$ cat src/rtl/multiplicador_pkg.sv
// Shared definitions for the sequential Booth multiplier.
// FSM state encodings, Booth pair codes and counter width helper.
package multiplicador_pkg;

    typedef enum logic [1:0] {
        ST_IDLE = 2'b00,
        ST_CALC = 2'b01,
        ST_FIM  = 2'b10
    } state_t;

    // {Q[0], q-1} pair codes
    localparam logic [1:0] BP_NOP0 = 2'b00;
    localparam logic [1:0] BP_ADD  = 2'b01;
    localparam logic [1:0] BP_SUB  = 2'b10;
    localparam logic [1:0] BP_NOP1 = 2'b11;

    function automatic int cnt_width(input int width);
        return $clog2(width + 2);
    endfunction

endpackage

$ cat src/rtl/multiplicador_seq_if.sv
// Start/idle/done handshake and operand/result bus of the multiplier.
// master: control unit side; slave: multiplier side.
interface multiplicador_seq_if #(
    parameter int WIDTH = 16
);
    logic [WIDTH-1:0]   multiplicando;
    logic [WIDTH-1:0]   multiplicador;
    logic               sinal;
    logic               start;
    logic [2*WIDTH-1:0] produto;
    logic               idle;
    logic               done;

    modport master (
        output multiplicando, multiplicador, sinal, start,
        input  produto, idle, done
    );

    modport slave (
        input  multiplicando, multiplicador, sinal, start,
        output produto, idle, done
    );
endinterface

$ cat src/rtl/multiplicador_seq_booth_passo.sv
// One radix-2 Booth iteration: add/sub by pair, then arithmetic shift.
// Ports: a_i/q_i/qm1_i/m_i current state; a_o/q_o/qm1_o shifted result.
module booth_passo
    import multiplicador_pkg::*;
#(
    parameter int WIDTH = 16
) (
    input  logic [WIDTH+1:0] a_i,
    input  logic [WIDTH:0]   q_i,
    input  logic             qm1_i,
    input  logic [WIDTH:0]   m_i,
    output logic [WIDTH+1:0] a_o,
    output logic [WIDTH:0]   q_o,
    output logic             qm1_o
);
    logic [WIDTH+1:0] m_ext;
    logic [WIDTH+1:0] sum;

    assign m_ext = {m_i[WIDTH], m_i};

    always_comb begin
        sum = a_i;
        unique case ({q_i[0], qm1_i})
            BP_ADD:  sum = a_i + m_ext;
            BP_SUB:  sum = a_i - m_ext;
            default: sum = a_i;
        endcase
    end

    assign a_o   = {sum[WIDTH+1], sum[WIDTH+1:1]};
    assign q_o   = {sum[0], q_i[WIDTH:1]};
    assign qm1_o = q_i[0];

endmodule

$ cat src/rtl/multiplicador_seq.sv
// Sequential signed/unsigned multiplier, radix-2 Booth, WIDTH+1 steps.
// Ports: clk, rst (async high), bus (slave): operands, start, produto, idle, done.
module multiplicador_seq
    import multiplicador_pkg::*;
#(
    parameter int WIDTH = 16
) (
    input  logic               clk,
    input  logic               rst,
    multiplicador_seq_if.slave bus
);
    localparam int CW = cnt_width(WIDTH);
    localparam logic [CW-1:0] CNT_INIT = CW'(WIDTH + 1);
    localparam logic [CW-1:0] CNT_ONE  = CW'(1);

    state_t             state_q;
    logic [WIDTH+1:0]   a_q, a_d;
    logic [WIDTH:0]     q_q, q_d;
    logic [WIDTH:0]     m_q;
    logic               qm1_q, qm1_d;
    logic [CW-1:0]      cnt_q;
    logic [2*WIDTH-1:0] produto_q;
    logic               idle_q;
    logic               done_q;
    logic [2*WIDTH+2:0] full_d;

    booth_passo #(.WIDTH(WIDTH)) u_passo (
        .a_i   (a_q),
        .q_i   (q_q),
        .qm1_i (qm1_q),
        .m_i   (m_q),
        .a_o   (a_d),
        .q_o   (q_d),
        .qm1_o (qm1_d)
    );

    assign full_d = {a_d, q_d};

    always_ff @(posedge clk or posedge rst) begin
        if (rst) begin
            state_q   <= ST_IDLE;
            a_q       <= '0;
            q_q       <= '0;
            m_q       <= '0;
            qm1_q     <= 1'b0;
            cnt_q     <= '0;
            produto_q <= '0;
            idle_q    <= 1'b1;
            done_q    <= 1'b0;
        end else begin
            case (state_q)
                ST_IDLE: begin
                    if (bus.start) begin
                        // extension bit carries the signed/unsigned mode
                        m_q <= {bus.sinal & bus.multiplicando[WIDTH-1],
                                bus.multiplicando};
                        q_q <= {bus.sinal & bus.multiplicador[WIDTH-1],
                                bus.multiplicador};
                        a_q     <= '0;
                        qm1_q   <= 1'b0;
                        cnt_q   <= CNT_INIT;
                        idle_q  <= 1'b0;
                        state_q <= ST_CALC;
                    end
                end
                ST_CALC: begin
                    a_q   <= a_d;
                    q_q   <= q_d;
                    qm1_q <= qm1_d;
                    cnt_q <= cnt_q - CNT_ONE;
                    if (cnt_q == CNT_ONE) begin
                        produto_q <= full_d[2*WIDTH-1:0];
                        done_q    <= 1'b1;
                        state_q   <= ST_FIM;
                    end
                end
                ST_FIM: begin
                    done_q  <= 1'b0;
                    idle_q  <= 1'b1;
                    state_q <= ST_IDLE;
                end
                default: begin
                    done_q  <= 1'b0;
                    idle_q  <= 1'b1;
                    state_q <= ST_IDLE;
                end
            endcase
        end
    end

    assign bus.produto = produto_q;
    assign bus.idle    = idle_q;
    assign bus.done    = done_q;

endmodule

$ cat src/flat_wrapper.sv
// flat-port wrapper written by rule: the top's interface ports become plain ports
module multiplicador_seq_flat import multiplicador_pkg::*;
#(
    parameter int WIDTH = 16
)
  (clk, rst, bus_multiplicando, bus_multiplicador, bus_sinal, bus_start, bus_produto, bus_idle, bus_done);
  multiplicador_seq_if #(.WIDTH(WIDTH)) bus_i ();
  input  logic clk;
  input  logic rst;
  input wire logic [$bits(bus_i.multiplicando)-1:0] bus_multiplicando;
  input wire logic [$bits(bus_i.multiplicador)-1:0] bus_multiplicador;
  input wire logic [$bits(bus_i.sinal)-1:0] bus_sinal;
  input wire logic [$bits(bus_i.start)-1:0] bus_start;
  output wire logic [$bits(bus_i.produto)-1:0] bus_produto;
  output wire logic [$bits(bus_i.idle)-1:0] bus_idle;
  output wire logic [$bits(bus_i.done)-1:0] bus_done;
  assign bus_i.multiplicando = bus_multiplicando;
  assign bus_i.multiplicador = bus_multiplicador;
  assign bus_i.sinal = bus_sinal;
  assign bus_i.start = bus_start;
  assign bus_produto = bus_i.produto;
  assign bus_idle = bus_i.idle;
  assign bus_done = bus_i.done;
  multiplicador_seq #(.WIDTH(WIDTH)) u_core (.clk(clk), .rst(rst), .bus(bus_i));
endmodule
$ cat config.mk
export PLATFORM = sky130hd
export DESIGN_NAME = multiplicador_seq_flat
export DESIGN_NICKNAME = d
export VERILOG_FILES = /design/src/rtl/multiplicador_pkg.sv /design/src/rtl/multiplicador_seq_if.sv /design/src/rtl/multiplicador_seq_booth_passo.sv /design/src/rtl/multiplicador_seq.sv /design/src/flat_wrapper.sv
export SDC_FILE = /design/constraint.sdc
export NUM_CORES = 1
export LEC_CHECK = 0
export ABC_AREA = 1
export BUFFER_PORTS_ARGS = -buffer_cell sky130_fd_sc_hd__buf_2
export CELL_PAD_IN_SITES_DETAIL_PLACEMENT = 1
export CELL_PAD_IN_SITES_GLOBAL_PLACEMENT = 2
export CORE_AREA = 3 3 131 133
export DETAILED_ROUTE_END_ITERATION = 8
export DIE_AREA = 0 0 134 136
export GPL_ROUTABILITY_DRIVEN = 0
export HOLD_SLACK_MARGIN = 0.06
export PLACE_DENSITY = 0.84
export SLEW_MARGIN = 40
export SYNTH_ARGS = -nofsm -noshare
export SYNTH_HDL_FRONTEND = slang
export SYNTH_SLANG_ARGS = --single-unit
$ cat constraint.sdc
create_clock -name clk -period 3.2 [get_ports clk]
set_input_delay 0.32 -clock clk [delete_from_list [all_inputs] [get_ports clk]]
set_output_delay 0.32 -clock clk [all_outputs]
set_load 0.01 [all_outputs]
## Word-level counts from Yosys, hierarchy flattened

Index checks and enable logic that the tools add are counted.

| cells by class | value |
|---|---|
| $add $sub $neg | 3 |
| $mul | 0 |
| divide/modulo/power cells | 0 |
| $lt $le $gt $ge | 0 |
| equality and inequality tests | 6 |
| shift operators | 0 |
| multiplexer cells | 15 |
| bitwise logic cells | 4 |
| reduce and logical (&&, ||, !) cells | 8 |

Operator list:

| kind | count |
|---|---|
| 18-bit one-hot mux with 2 select lines | 2 |
| 17-bit one-hot mux with 2 select lines | 1 |
| 18-bit adder | 1 |
| 18-bit two-way mux | 1 |
| 18-bit subtractor | 1 |
| 17-bit two-way mux | 1 |
| 2-bit AND reduction | 6 |
| 5-bit one-hot mux with 2 select lines | 1 |
| 1-bit one-hot mux with 2 select lines | 3 |
| 5-bit by 1-bit == test with 1-bit output, second input constant | 1 |
| 5-bit two-way mux | 1 |
| 5-bit by 1-bit subtractor with 5-bit output, second input constant | 1 |
| 2-bit by 1-bit == test with 1-bit output, second input constant | 2 |
| 2-bit two-way mux | 2 |
| 2-bit one-hot mux with 2 select lines | 1 |
| 1-bit bitwise AND | 2 |
| 2-bit == test, second input constant | 1 |
| 2-bit logical NOT | 1 |
| 1-bit two-way mux | 2 |
| 2-bit by 1-bit inequality test with 1-bit output, second input constant | 1 |
| 2-bit inequality test, second input constant | 1 |
| 1-bit inverter | 2 |
| 2-bit nonzero test | 1 |

| storage, ports and cells | value |
|---|---|
| register bits after elaboration | 94 |
| bits in latches | 0 |
| memory bits (writable) | 0 |
| bits in read-only memories | 0 |
| input port bits | 36 |
| output and inout bits | 34 |
| word-level logic and storage cells | 45 |
| memories | 0 |

## Longest topological paths before layout

Gate-level depths: netlist of run 1.

| logic depth | value |
|---|---|
| depth after elaboration | 3 |
| gate-level depth with buffers | 24 |
| depth with buffers taken out | 24 |

## Hierarchy

Synthesis of run 1 repeated with hierarchy kept, for this count alone.

| unflattened totals | value |
|---|---|
| cells, all modules | 759 |
| area, all modules | 5622.9 µm² |

Modules (own cells, without submodules):

| module | times used | cells each | area an instance (µm²) | seq. area each (µm²) |
|---|---|---|---|---|
| multiplicador_seq | 1 | 440 | 3922.5 | 2353.5 |
| booth_passo | 1 | 319 | 1700.4 | 0.0 |

## Worst setup path before layout of run 1

No wires, ideal clock.

| timing path | value |
|---|---|
| path kind | register to register |
| from | reg u_core.m_q[0] |
| to | reg u_core.a_q[14] |
| library setup time | 0.117 ns |
| data arrival time | 2.393 ns |
| required time | 3.083 ns |
| slack | 0.689 ns |
| cell stages (with the launch flop) | 23 |
| buffers on the path | 0 |
| clock period less this slack | 2.511 ns |
| cell sequence | dfrtp_1 > inv_1 > ha_1 > nand3_2 > nor2_2 > inv_2 > nor2_4 > nand2_2 > nor2_2 > nand2_1 > nand2_1 > xor2_1 > inv_1 > ha_1 > nand2_1 > inv_1 > nand3_1 > nor3_1 > nand2_1 > nand3_1 > nand3_1 > nand3_1 > nand2_1 |

| between the ends | value |
|---|---|
| longest elaborated chain between the ends | 3 |

RTL lines:

| element | line | text |
|---|---|---|
| start: declaration | multiplicador_seq.sv:19 | `logic [WIDTH:0] m_q;` |
| start signal: assignment | multiplicador_seq.sv:55 | `m_q <= {bus.sinal & bus.multiplicando[WIDTH-1],` |
| 18-bit subtractor or 18-bit adder (tied branches) | multiplicador_seq_booth_passo.sv:25, multiplicador_seq_booth_passo.sv:24 |  |
| 18-bit one-hot mux with 2 select lines * | multiplicador_seq_booth_passo.sv:23 | `unique case ({q_i[0], qm1_i})` |
| 18-bit one-hot mux with 2 select lines * | multiplicador_seq.sv:51 | `case (state_q)` |
| end signal: assignment | multiplicador_seq.sv:42 | `a_q <= '0;` |
| end signal: assignment | multiplicador_seq.sv:59 | `a_q <= '0;` |
| end signal: assignment | multiplicador_seq.sv:67 | `a_q <= a_d;` |
| end: declaration | multiplicador_seq.sv:17 | `logic [WIDTH+1:0] a_q, a_d;` |

Mark *: on every way between the ends. The rest lies on a longest branch, timed or not.
A chain may end at the register's enable or synchronous reset.

## Worst setup path after layout of run 1

Ends and elaborated chain as after synthesis.

==> metrics.cfg, run 1 <==
[drt]
antenna_left = 0
dr_total_vias = 4778
dr.max_layer_used = met4
firstDrtPassIters = 4
drc = 0
wl_per_cell_um = 15.3
wl_met3_um = 485
vias_per_cell = 4.76
wl_met1_mm = 7.54
wl_met2_mm = 7.05
wirelength_mm = 15.3
drtIter0Drc = 196

[min_path]
hold_class = in2reg
whs_path_depth = 3

[cells_and_area]
multi_input_area_um2 = 2610
fin_util = 0.397
fillers = 2018
final_cell_area_um2 = 6330
drive_gt1_frac = 0.181
area_delta_synth_final_pct = 16.8
seq_area_um2 = 2330
nets = 841
diodes = 0

[clocking]
cts_tree = yes
postCtsSetupBuffers = 0
cts_htree_levels = 3
clkSlewWorstSetupHoldPaths_ns = 0.07
cts_buffer_depth = 2
clkLatencyLatePin_ns = 0.36
clock-sinks = 93
cts_root_buf = clkbuf_16
cts_buffers = 9

[placed_design]
io_buffers = 69
pre_cts_ws_ns = 0.140
place_area_um2 = 5980
dp_hpwl_mm = 11.5

[die]
rows = 46
initial_core_util = 0.340
dieArea_um2 = 18200
die_w_um = 134
die_h_um = 136
ios = 70
core_area_um2 = 15900

[grt]
grt_max_degree = 52
grt_pass1_vias = 5039
grt_first_pass_wirelength_mm = 25.6
grt_usage = 0.177
overflow = 0
antenna_found_initial = 0

[worst_setup_path]
rr_startpoint = u_core.m_q[0]
end_kind = flip-flop
crit_top_cell = nand2_1
crit_path_end = u_core.a_q[14]
regToRegEndpoint = u_core.a_q[14]
path_buf_inv = 4
worstPathArrival_ns = 3.15
crit_path_max_incr_delay_ns = 0.39
critPathSlowestCell = dfrtp_1
worstSetupStartpointType = flip-flop
required_ns = 3.45
critical_path.max_fanout = 5
critPathKind = reg2reg
cp_num_cells = 22
r2r_slack_ns = 0.30
critPathLaunch = u_core.m_q[0]
critPathTopFamily = simple AND/OR/NAND/NOR gates
r2r_cells = 22
crit_chain = inv_1, ha_2, nand3_2, nor2_2, inv_2, nor2_4, nand2_2, nor2_4, nand2_1, nand2_1, xor2_1, inv_1, ha_4, nand2_1, inv_1, nand3_1, nor3_1, nand2_1, nand3_1, nand3_1, nand3_1, nand2_1

[timing]
timing.hold.ws_ns = 0.167
worst_pin_slew_ns = 0.800
relSlewSlack = 0.466
min_period_ns = 2.90
max_freq_mhz = 345
hold_viol = 0
fin_crit_sh = 0.907
clock_skew_ns = 0.0103
finalSetupViolCount = 0
slew_viol_final = 0
worst_slack_ns = 0.299

[job]
drv_cap = 0

[yosys]
synth-seq-cells = 93
synthTopCellsByArea = dfrtp_1 (42%), nand2_1 (15%), o21ai_0 (7.8%), inv_1 (6.2%), ha_1 (4.8%)
syn-num-nets = 774
yosys.area.top_type_share = 0.425
synth_edf_count = 0
synthesis.area_um2 = 5420
synth-main-ff-cell = dfrtp_1
yosysWarnings = 0
synth_cell_types = 43
synth-async-reset-ratio = 1.00
synthTopCellsByCount = nand2_1 (220), dfrtp_1 (92), inv_1 (89), o21ai_0 (84), nand3_1 (34)
synth_top_area_cell = dfrtp_1
syn_avg_cell_area_um2 = 7.57
synth-seq-area-share = 0.430
syn_inst = 716
synth.most_common_cell = nand2_1

[run_status]
status = finished, final reports clean

-- worst register-to-register path, stage by stage, from the launching register on --
cell	delay, ns
dfrtp_1	0.39
inv_1	0.11
ha_2	0.20
nand3_2	0.09
nor2_2	0.10
inv_2	0.06
nor2_4	0.09
nand2_2	0.08
nor2_4	0.11
nand2_1	0.06
nand2_1	0.07
xor2_1	0.18
inv_1	0.11
ha_4	0.31
nand2_1	0.09
inv_1	0.09
nand3_1	0.09
nor3_1	0.14
nand2_1	0.10
nand3_1	0.09
nand3_1	0.09
nand3_1	0.11
nand2_1	0.05
-- per-stage QoR --
| stage | TNS (ns) | instances |
|---|---|---|
| 2_1_floorplan | 0 | 716 |
| 3_3_place_gp | 0 | 987 |
| 3_5_place_dp | 0 | 987 |
| 4_1_cts | 0 | 1004 |
| 5_1_grt | -0.00285 | 1004 |
| 6_report | 0 | 1004 |
-- layer usage --
| layer | vias up | GRT usage |
|---|---|---|
| met3 | 14 | 0.0241 |
| met2 | 64 | 0.289 |
| li1 | 2411 | - |
| met5 | - | 0 |
| met4 | 0 | 0.0594 |
| met1 | 2289 | 0.242 |
-- cells in the final DEF, fill, tap and decap left out, types with 7 or more instances in the layout --
master       n
nand4_1      7
a21oi_1     27
dfrtp_1     92
buf_2       69
nand2_1    220
o22ai_1      7
buf_4        9
inv_1       88
clkbuf_16    9
inv_2        9
nand2_2      7
nor2_1      28
nand3_1     34
ha_1        18
nor2_2       8
o21ai_0     83
xor2_1      16
-- registers in the layout (all words and copies together), names as in the netlist --
name	flops
u_core.bus.produto	32
u_core.a_q	17
u_core.m_q	17
u_core.q_q	17
u_core.cnt_q	5
u_core.state_q	2
u_core.bus.done	1
u_core.bus.idle	1
u_core.qm1_q	1
-- how the worst min path moves through the flow --
| stage | slack, ns | start | to |
|---|---|---|---|
| 4_1_cts | 0.16 | bus_multiplicando[2] | u_core.m_q[2] |
| 3_3_place_gp | 0.43 | rst | u_core.q_q[2] |
| 5_1_grt | 0.19 | bus_multiplicando[13] | u_core.m_q[13] |
| 6_report | 0.17 | bus_multiplicando[2] | u_core.m_q[2] |
| 3_5_place_dp | 0.43 | rst | u_core.q_q[2] |
| 2_1_floorplan | 0.44 | bus_multiplicando[14] | u_core.m_q[14] |
-- kinds of logic after synthesis --
family	after synthesis	share of synthesized area
AO/OA/AOI/OAI	134	0.131
XOR/XNOR	17	0.0275
adder cells (fa/ha/maj)	22	0.0522
buffers and inverters	123	0.0958
flip-flops	93	0.430
multiplexers	1	0.00185
AND/OR/NAND/NOR	326	0.262
-- timing repair --
item / 4_1_cts / 5_1_grt
hold endpoints to repair: 41 / 0
setup endpoints to repair: 0 / 10
hold buffers: 1 / 0
resized for setup: 0 / 13
-- layout make-up --
type,instances,share of cell area
clock buffer,9,0.0356
tap,216,0.0427
clock inverter,7,0.0115
multi-input combinational,500,0.413
sequential,93,0.368
inverter,99,0.0597
timing repair buffer,80,0.0700
Power of run 1 is left out: the tool's default activity adds up to more than one toggle a clock period on the data nets, which glitch-free logic cannot reach.
==> inputs of run 2 (changes only) <==
--- a/config.mk
+++ b/config.mk
@@ -15,7 +15,7 @@
 export GPL_ROUTABILITY_DRIVEN = 0
 export HOLD_SLACK_MARGIN = 0.06
 export PLACE_DENSITY = 0.84
-export SLEW_MARGIN = 40
+export RECOVER_POWER = 50
 export SYNTH_ARGS = -nofsm -noshare
 export SYNTH_HDL_FRONTEND = slang
 export SYNTH_SLANG_ARGS = --single-unit
==> run 2 against run 1 <==
  * The run now ends with capacitance limit, slew limit left
  * Clock-buffer cell count unchanged
  * Global-route usage unchanged
  * Cell count unchanged
  * Utilization decreased by 0.38 points
  * Sequential share of layout area increased by 0.36 points
  * Clock skew decreased by 0.00051 ns
  * First-iteration DRC count increased by 8.2%
  * Hold slack got worse by 0.00074 ns
  * Critical path depth unchanged
==> metrics.cfg, run 2 (synthesis gave the netlist of run 1 again) <==
[run_status]
status = complete, but fails checks
failed_checks = capacitance limit, slew limit

[die]
rows = 46  ; unchanged
die_w_um = 134  ; unchanged
die_h_um = 136  ; unchanged
initial_core_util = 0.340  ; unchanged
dieArea_um2 = 18200  ; unchanged
core_area_um2 = 15900  ; unchanged
ios = 70  ; unchanged

[placed_design]
dp_hpwl_mm = 11.5  ; unchanged
io_buffers = 69  ; unchanged
place_area_um2 = 5980  ; unchanged
placed_cells = 987  ; unchanged

[worst_setup_path]
worstSetupStartpointType = flip-flop
critPathKind = reg2reg
critPathLaunch = u_core.m_q[0]
rr_startpoint = u_core.m_q[0]
worstPathArrival_ns = 3.15  ; about the same
critical_path.max_fanout = 5  ; unchanged
end_kind = flip-flop
required_ns = 3.45  ; about the same

[timing]
relSlewSlack = -0.314  ; -0.780
finalSetupViolCount = 0  ; unchanged
slew_viol_final = 44  ; +44
clock_skew_ns = 0.00977  ; -0.000512 ns
max_freq_mhz = 345  ; about the same
worst_pin_slew_ns = 1.96  ; +1.16 ns
hold_viol = 0  ; unchanged
fin_crit_sh = 0.907  ; about the same
setup_tns_ns = 0  ; unchanged
min_period_ns = 2.90  ; +0.00110 ns

[clocking]
cts_buffers = 9  ; unchanged
clkSlewWorstSetupHoldPaths_ns = 0.07  ; about the same
cts_root_buf = clkbuf_16
postCtsSetupBuffers = 0  ; unchanged
cts_htree_levels = 3  ; unchanged
clock-sinks = 93  ; unchanged
clkLatencyLatePin_ns = 0.36  ; about the same
cts_buffer_depth = 2  ; unchanged
cts_tree = yes

[cells_and_area]
mostFrequentLayoutCells = nand2_1 (220), dfrtp_1 (92), inv_1 (89), o21ai_0 (83), clkbuf_1 (36)
diodes = 0  ; unchanged
area_delta_synth_final_pct = 15.7
final_common_cell = nand2_1
nets = 841  ; unchanged
drive_gt1_frac = 0.135  ; -0.0470
final_cell_area_um2 = 6270  ; -0.97%
largest_register_ffs = 32  ; unchanged
layout.cells.non_filler = 1004  ; unchanged
fillers = 2030  ; +0.59%

[grt]
grt_pass1_vias = 5039  ; unchanged
grt_usage = 0.177  ; unchanged
grt_first_pass_wirelength_mm = 25.6  ; unchanged
antenna_found_initial = 0  ; unchanged
overflow = 0  ; unchanged
grt_max_degree = 52  ; unchanged

[min_path]
min_from = bus_multiplicando[2]
hold_class = in2reg

[drt]
drc = 0  ; unchanged
drtIter0Drc = 212  ; +8.2%
wirelength_mm = 15.3  ; about the same
firstDrtPassIters = 4  ; unchanged
vias_per_cell = 4.77  ; +0.15%
antenna_left = 0  ; unchanged
wl_per_cell_um = 15.3  ; about the same
dr_total_vias = 4785  ; +0.15%

[job]
drv_cap = 1  ; +1

## run 2: critical path, stage by stage (launching register included)
cell	delay, ns
dfrtp_1	0.39
inv_1	0.11
ha_2	0.20
nand3_2	0.09
nor2_2	0.10
inv_2	0.06
nor2_4	0.09
nand2_2	0.08
nor2_4	0.11
nand2_1	0.06
nand2_1	0.07
xor2_1	0.18
inv_1	0.11
ha_4	0.31
nand2_1	0.09
inv_1	0.09
nand3_1	0.09
nor3_1	0.14
nand2_1	0.10
nand3_1	0.09
nand3_1	0.09
nand3_1	0.11
nand2_1	0.05
## run 2: worst paths after layout
check / cells after the start / endpoint / slack [ns]
setup / recovery: 22 / u_core.a_q[14] / 0.30
hold / removal: 3 / u_core.m_q[2] / 0.17
setup reg to reg: 22 / u_core.a_q[14] / 0.30
hold reg to reg: 2 / u_core.bus.produto[25] / 0.48
max in group asynchronous: 4 / u_core.a_q[10] / 0.65
min in group asynchronous: 3 / u_core.q_q[2] / 0.98
## run 2: stage by stage
stage	utilization	setup WS, ns	hold WS, ns
2_1_floorplan	-	0.461	0.437
3_3_place_gp	0.375	0.406	0.429
3_5_place_dp	0.375	0.140	0.428
4_1_cts	0.394	0.107	0.158
5_1_grt	0.393	-0.00285	0.189
6_report	0.393	0.298	0.166
## run 2: metal layers
metal / track usage / part of all wire / wire [um]
met2: 0.289 / 0.47 / 7150
met4: 0.0594 / 0.014 / 215
met5: 0 / 0 / 0
met1: 0.242 / 0.48 / 7410
met3: 0.0241 / 0.036 / 551
## run 2: what timing repair did
item,4_1_cts,5_1_grt
hold buffers,1,0
gates resized for setup,0,13
setup endpoints to repair,0,10
endpoints found under the hold margin,41,0
## run 2: area by class of cell
type | count | area (um^2) | area share
Multi-Input combinational cell | 500 | 2610 | 0.417
Inverter | 99 | 377 | 0.0601
Timing Repair Buffer | 80 | 383 | 0.0611
Clock inverter | 7 | 72.6 | 0.0116
Sequential cell | 93 | 2330 | 0.372
Clock buffer | 9 | 225 | 0.0359
Tap cell | 216 | 270 | 0.0431
Power of run 2 is left out for the same reason.
